### src/rtl/operand_fetch.sv
// Operand fetch: register read, EX/WB forwarding, load-use stall, one-entry output slot.
// Optional: define STALL_COUNTER_EN to add the perf_stalls saturating stall counter.
module operand_fetch #(
  parameter int DATA_W = 8,
  parameter int ADDR_W = 3,
  parameter int OP_W   = 3,
  parameter int CNT_W  = 16
) (
  input  logic              clock,
  input  logic              reset_n,
`ifdef STALL_COUNTER_EN
  output logic [CNT_W-1:0]  perf_stalls,
`endif
  input  logic              in_valid,
  output logic              in_ready,
  input  logic [ADDR_W-1:0] in_rs1,
  input  logic [ADDR_W-1:0] in_rs2,
  input  logic [ADDR_W-1:0] in_rd,
  input  logic              in_regWrite,
  input  logic              in_memRead,
  input  logic              in_useImm,
  input  logic [DATA_W-1:0] in_imm,
  input  logic [OP_W-1:0]   in_aluOp,
  output logic [ADDR_W-1:0] readRegister1,
  output logic [ADDR_W-1:0] readRegister2,
  input  logic [DATA_W-1:0] readData1,
  input  logic [DATA_W-1:0] readData2,
  input  logic              ex_regWrite,
  input  logic              ex_memRead,
  input  logic [ADDR_W-1:0] ex_rd,
  input  logic [DATA_W-1:0] ex_result,
  input  logic              wb_regWrite,
  input  logic [ADDR_W-1:0] wb_rd,
  input  logic [DATA_W-1:0] wb_data,
  input  logic              flush,
  output logic              out_valid,
  input  logic              out_ready,
  output logic [DATA_W-1:0] out_opA,
  output logic [DATA_W-1:0] out_opB,
  output logic [ADDR_W-1:0] out_rd,
  output logic              out_regWrite,
  output logic              out_memRead,
  output logic [OP_W-1:0]   out_aluOp
);

  logic              exFwd;
  logic              hazard;
  logic              slotFree;
  logic              accept;
  logic [DATA_W-1:0] srcA;
  logic [DATA_W-1:0] srcB;

  // EX beats WB: it holds the younger value for the same register.
  function automatic logic [DATA_W-1:0] pick(
    input logic [ADDR_W-1:0] rs,
    input logic [DATA_W-1:0] rf,
    input logic              exOk,
    input logic [ADDR_W-1:0] exRd,
    input logic [DATA_W-1:0] exVal,
    input logic              wbOk,
    input logic [ADDR_W-1:0] wbRd,
    input logic [DATA_W-1:0] wbVal
  );
    if (rs == '0)
      return '0;
    if (exOk && exRd == rs)
      return exVal;
    if (wbOk && wbRd == rs)
      return wbVal;
    return rf;
  endfunction

  assign readRegister1 = in_rs1;
  assign readRegister2 = in_rs2;

  // A load in EX has no result yet, so it never forwards.
  assign exFwd = ex_regWrite && !ex_memRead;

  // Operand selection with forwarding; immediate replaces operand B.
  always_comb begin
    srcA = pick(in_rs1, readData1, exFwd, ex_rd, ex_result,
                wb_regWrite, wb_rd, wb_data);
    srcB = pick(in_rs2, readData2, exFwd, ex_rd, ex_result,
                wb_regWrite, wb_rd, wb_data);
    if (in_useImm)
      srcB = in_imm;
  end

  assign hazard = in_valid && ex_regWrite && ex_memRead &&
                  (ex_rd != '0) &&
                  ((ex_rd == in_rs1) ||
                   (!in_useImm && ex_rd == in_rs2));

  assign slotFree = !out_valid || out_ready;
  assign in_ready = slotFree && !hazard && !flush;
  assign accept   = in_valid && in_ready;

  // Output slot: flush kills, free slot refills, full slot holds.
  always_ff @(posedge clock or negedge reset_n) begin
    if (!reset_n) begin
      out_valid    <= 1'b0;
      out_opA      <= '0;
      out_opB      <= '0;
      out_rd       <= '0;
      out_regWrite <= 1'b0;
      out_memRead  <= 1'b0;
      out_aluOp    <= '0;
    end else if (flush) begin
      out_valid <= 1'b0;
    end else if (slotFree) begin
      out_valid <= in_valid && !hazard;
      if (accept) begin
        out_opA      <= srcA;
        out_opB      <= srcB;
        out_rd       <= in_rd;
        out_regWrite <= in_regWrite;
        out_memRead  <= in_memRead;
        out_aluOp    <= in_aluOp;
      end
    end
  end

`ifdef STALL_COUNTER_EN
  // Count cycles where decode is blocked, saturating at all-ones.
  always_ff @(posedge clock or negedge reset_n) begin
    if (!reset_n)
      perf_stalls <= '0;
    else if (in_valid && !in_ready && !flush &&
             perf_stalls != '1)
      perf_stalls <= perf_stalls + 1'b1;
  end
`else
  logic [CNT_W-1:0] unusedCnt;
  assign unusedCnt = '0;
`endif

endmodule

### config.mk
export PLATFORM = sky130hd
export DESIGN_NAME = operand_fetch
export DESIGN_NICKNAME = d
export VERILOG_FILES = /design/src/rtl/operand_fetch.sv
export SDC_FILE = /design/constraint.sdc
export NUM_CORES = 1
export LEC_CHECK = 0
export CAP_MARGIN = 40
export CELL_PAD_IN_SITES_DETAIL_PLACEMENT = 0
export CELL_PAD_IN_SITES_GLOBAL_PLACEMENT = 2
export CORE_ASPECT_RATIO = 0.6
export CORE_UTILIZATION = 21
export CTS_CLUSTER_DIAMETER = 30
export DETAILED_ROUTE_END_ITERATION = 8
export GPL_ROUTABILITY_DRIVEN = 0
export PLACE_DENSITY_LB_ADDON = 0.1
export SETUP_SLACK_MARGIN = 0.2
export SYNTH_ARGS = -nofsm -noshare
export SYNTH_HDL_FRONTEND = slang
export SYNTH_SLANG_ARGS = --single-unit
### constraint.sdc
create_clock -name clock -period 1.95 [get_ports clock]
set_input_delay 0.195 -clock clock [delete_from_list [all_inputs] [get_ports clock]]
set_output_delay 0.195 -clock clock [all_outputs]
set_load 0.02 [all_outputs]
==> results.cfg <==
[placed_design]
dp_hpwl_um = 4580
dp_cells = 369
io_buffers = 100
dpl_cell_area_mm2 = 0.00291

[yosys]
syn_area_per_cell_um2 = 10.3
synth_top_area_cell = dfrtp_1
ys_seq_elements = 25
synth_nets = 229
synth_xor_area_share_pct = 6.35
synth_area_mm2 = 0.00166
synth_area_leaders = dfrtp_1 38%, mux2_4 10%, mux2i_1 9.7%
synth.distinct_cells = 27
synth_simple_gate_area_share_pct = 8.47
synth_top_family_by_area = multiplexers
synth.top_cell.area_share_pct = 37.8
yosys_warnings = 0
ys_seq_area_share_pct = 37.8
synth_cells = 160
synthAdderAreaFrac_pct = 0
synth_compound_area_share_pct = 17.2
synthMuxAreaShare_pct = 23.1

[critical_path]
reg2reg_to = out_aluOp[2]$_DFFE_PN0P_
critical_path_required_ns = 2.09
worstRegToRegCells = 7
cp.arrival_ns = 1.83
cp-end-kind = flop
path_max_fanout = 5
rr_startpoint = out_valid$_DFFE_PN0P_
worstSetupStartpointType = primary input
critical_path_class = in2reg
worst-r2r-setup-slack_ns = 0.29

[timing]
setup_viol = 0
fin_crit_ns = 1.69
maxSlewViolCount = 0
fin_tns_setup_ns = 0
holdWs_ns = 0.306
worstMarginPinSlew_ns = 0.402
rsz0062_at_grt = false
finalCritPeriodShare_pct = 86.4
skew_ns = 0.00969
slew_headroom_pct = 73.1
hold_viol_final = 0
fmax_mhz = 593

[drt]
drt_iter0_markers = 53
drc = 0
ant_nets = 0
routedWlPerCell_um = 15.5
totalWireLength_um = 5860
vias = 1550
viasPerCell = 4.11
first_pass_iters = 4

[floorplanning]
dieArea_mm2 = 0.00825
pin_count = 101
die_x_um = 117
die_h_um = 70.8
initial_core_util_pct = 22.2
core_mm2 = 0.00745
rows = 24

[pwr]
power.leakage_nw = 1.38
ir_worst_vdd_mv = 0.294
power_density_mw_per_mm2 = 656

[cells_and_area]
finalNonFillerCells = 377
n_antenna_cell = 0
layout.nets = 343
drive_gt1_share_pct = 20.9
fin_area_mm2 = 0.00316
area_delta_synth_final_pct = 90.7
final_util_pct = 42.4

[clocking]
clkSinkCount = 25
worst_skew_pair.late_latency_ns = 0.26
clkTransAtPathRegs_ns = 0.07
cts_hold_buf = 0
clockRootBuffer = clkbuf_16
cts-buffers-inserted = 3
cts.htree.levels = 1
clk_path_buf_depth = 2
cts_tree = done

[global_routing]
grt_pass1_wl_um = 8850
antenna_found_initial = 0
grt_max_degree = 26
overflow = 0
grt_pass1_vias = 1609
grt_use_total_pct = 14.5

[status]
status = finished clean

[job]
drv_cap = 0

[worst_hold_path]
hp-class = in2async
==> registers in the layout (all words and copies together) (netlist names) <==
| signal | count |
|---|---|
| out_aluOp | 3 |
| out_memRead | 1 |
| out_opA | 8 |
| out_opB | 8 |
| out_rd | 3 |
| out_regWrite | 1 |
| out_valid | 1 |
==> Yosys cell counts <==
cell type	instances
a21o_1	10
a21oi_1	16
a31oi_1	8
and2_1	2
and2_4	1
buf_2	1
buf_4	6
buf_6	3
buf_8	1
clkbuf_1	4
dfrtp_1	25
inv_1	1
mux2_1	1
mux2_2	4
mux2_4	11
mux2i_1	16
nand2_1	8
nand3_1	1
nand4_1	4
nand4_2	1
nand4b_1	1
nor2_1	2
nor2b_1	2
nor3_1	1
o21ai_0	16
or3_1	2
xnor2_1	12
==> critical path, stage by stage <==
cell and delay, ns:
clkdlybuf4s15_1 0.19, buf_6 0.15, xnor2_4 0.17, nand4b_1 0.11, a21o_1 0.19, buf_6 0.12, and2_4 0.16, buf_12 0.13
buf_12 0.13, mux2_4 0.29
==> cell families (layout without fill, tap and decap cells) <==
kind of cell,after synthesis,after routing
xor+xnor,12,12
mux,32,32
flops,25,25
buf+inv,16,129
compound gates,50,50
simple gates,25,25
==> per-stage QoR <==
stage / total power, mW / setup slack [ns]
after floorplan: 1.08 / 0.213
after global placement: 1.55 / -0.185
after detailed placement: 1.55 / -0.174
after CTS: 2.08 / 0.224
after global routing: 2.19 / 0.204
final: 2.07 / 0.265
==> what timing repair did <==
| action | 4_1_cts | 5_1_grt |
|---|---|---|
| pin swaps | 4 | 5 |
| endpoints found under the setup margin | 17 | 14 |
| gates cloned | 1 | 0 |
| resized for setup | 21 | 11 |
| setup buffers | 2 | 1 |
==> worst max-delay path by stage <==
stage,from,endpoint
global route,out_valid$_DFFE_PN0P_,out_aluOp[2]$_DFFE_PN0P_
floorplan,out_valid$_DFFE_PN0P_,out_aluOp[0]$_DFFE_PN0P_
global placement,ex_rd[0],in_ready
detailed placement,ex_rd[0],out_opA[5]$_DFFE_PN0P_
finish,ex_rd[0],out_opA[2]$_DFFE_PN0P_
CTS,ex_rd[2],out_aluOp[2]$_DFFE_PN0P_
==> power by group <==
part           internal [mW]  switching, mW  total [mW]
registers              0.621         0.0606       0.681
logic                  0.531          0.375       0.906
clock network          0.284          0.201       0.484
total                   1.44          0.637        2.07
==> layout by cell type (no fill, tap or decap), types with 8 or more instances in the layout <==
cell	instances
o21ai_0	16
mux2i_1	16
buf_12	8
a31oi_1	8
clkdlybuf4s50_1	90
buf_4	12
a21oi_1	16
mux2_4	13
nand2_1	8
dfrtp_1	24
a21o_1	10
==> routing by layer <==
metal / part of all wire (%) / vias to the layer above / global-route usage [%]
li1: - / 806 / -
met1: 57 / 695 / 23.9
met2: 37 / 47 / 18.7
met3: 5.8 / 2 / 3.26
met4: 0.51 / 0 / 2.53
met5: 0 / - / 0
==> cell type report <==
class / count / area, µm²
timing repair buffer: 124 / 1300
multi-input combinational: 119 / 1010
clock buffer: 3 / 75.1
clock inverter: 1 / 8.76
tap: 104 / 130
sequential: 25 / 627
fill: 758 / 4290
inverter: 1 / 3.75
(Power assumes the default switching activity.)
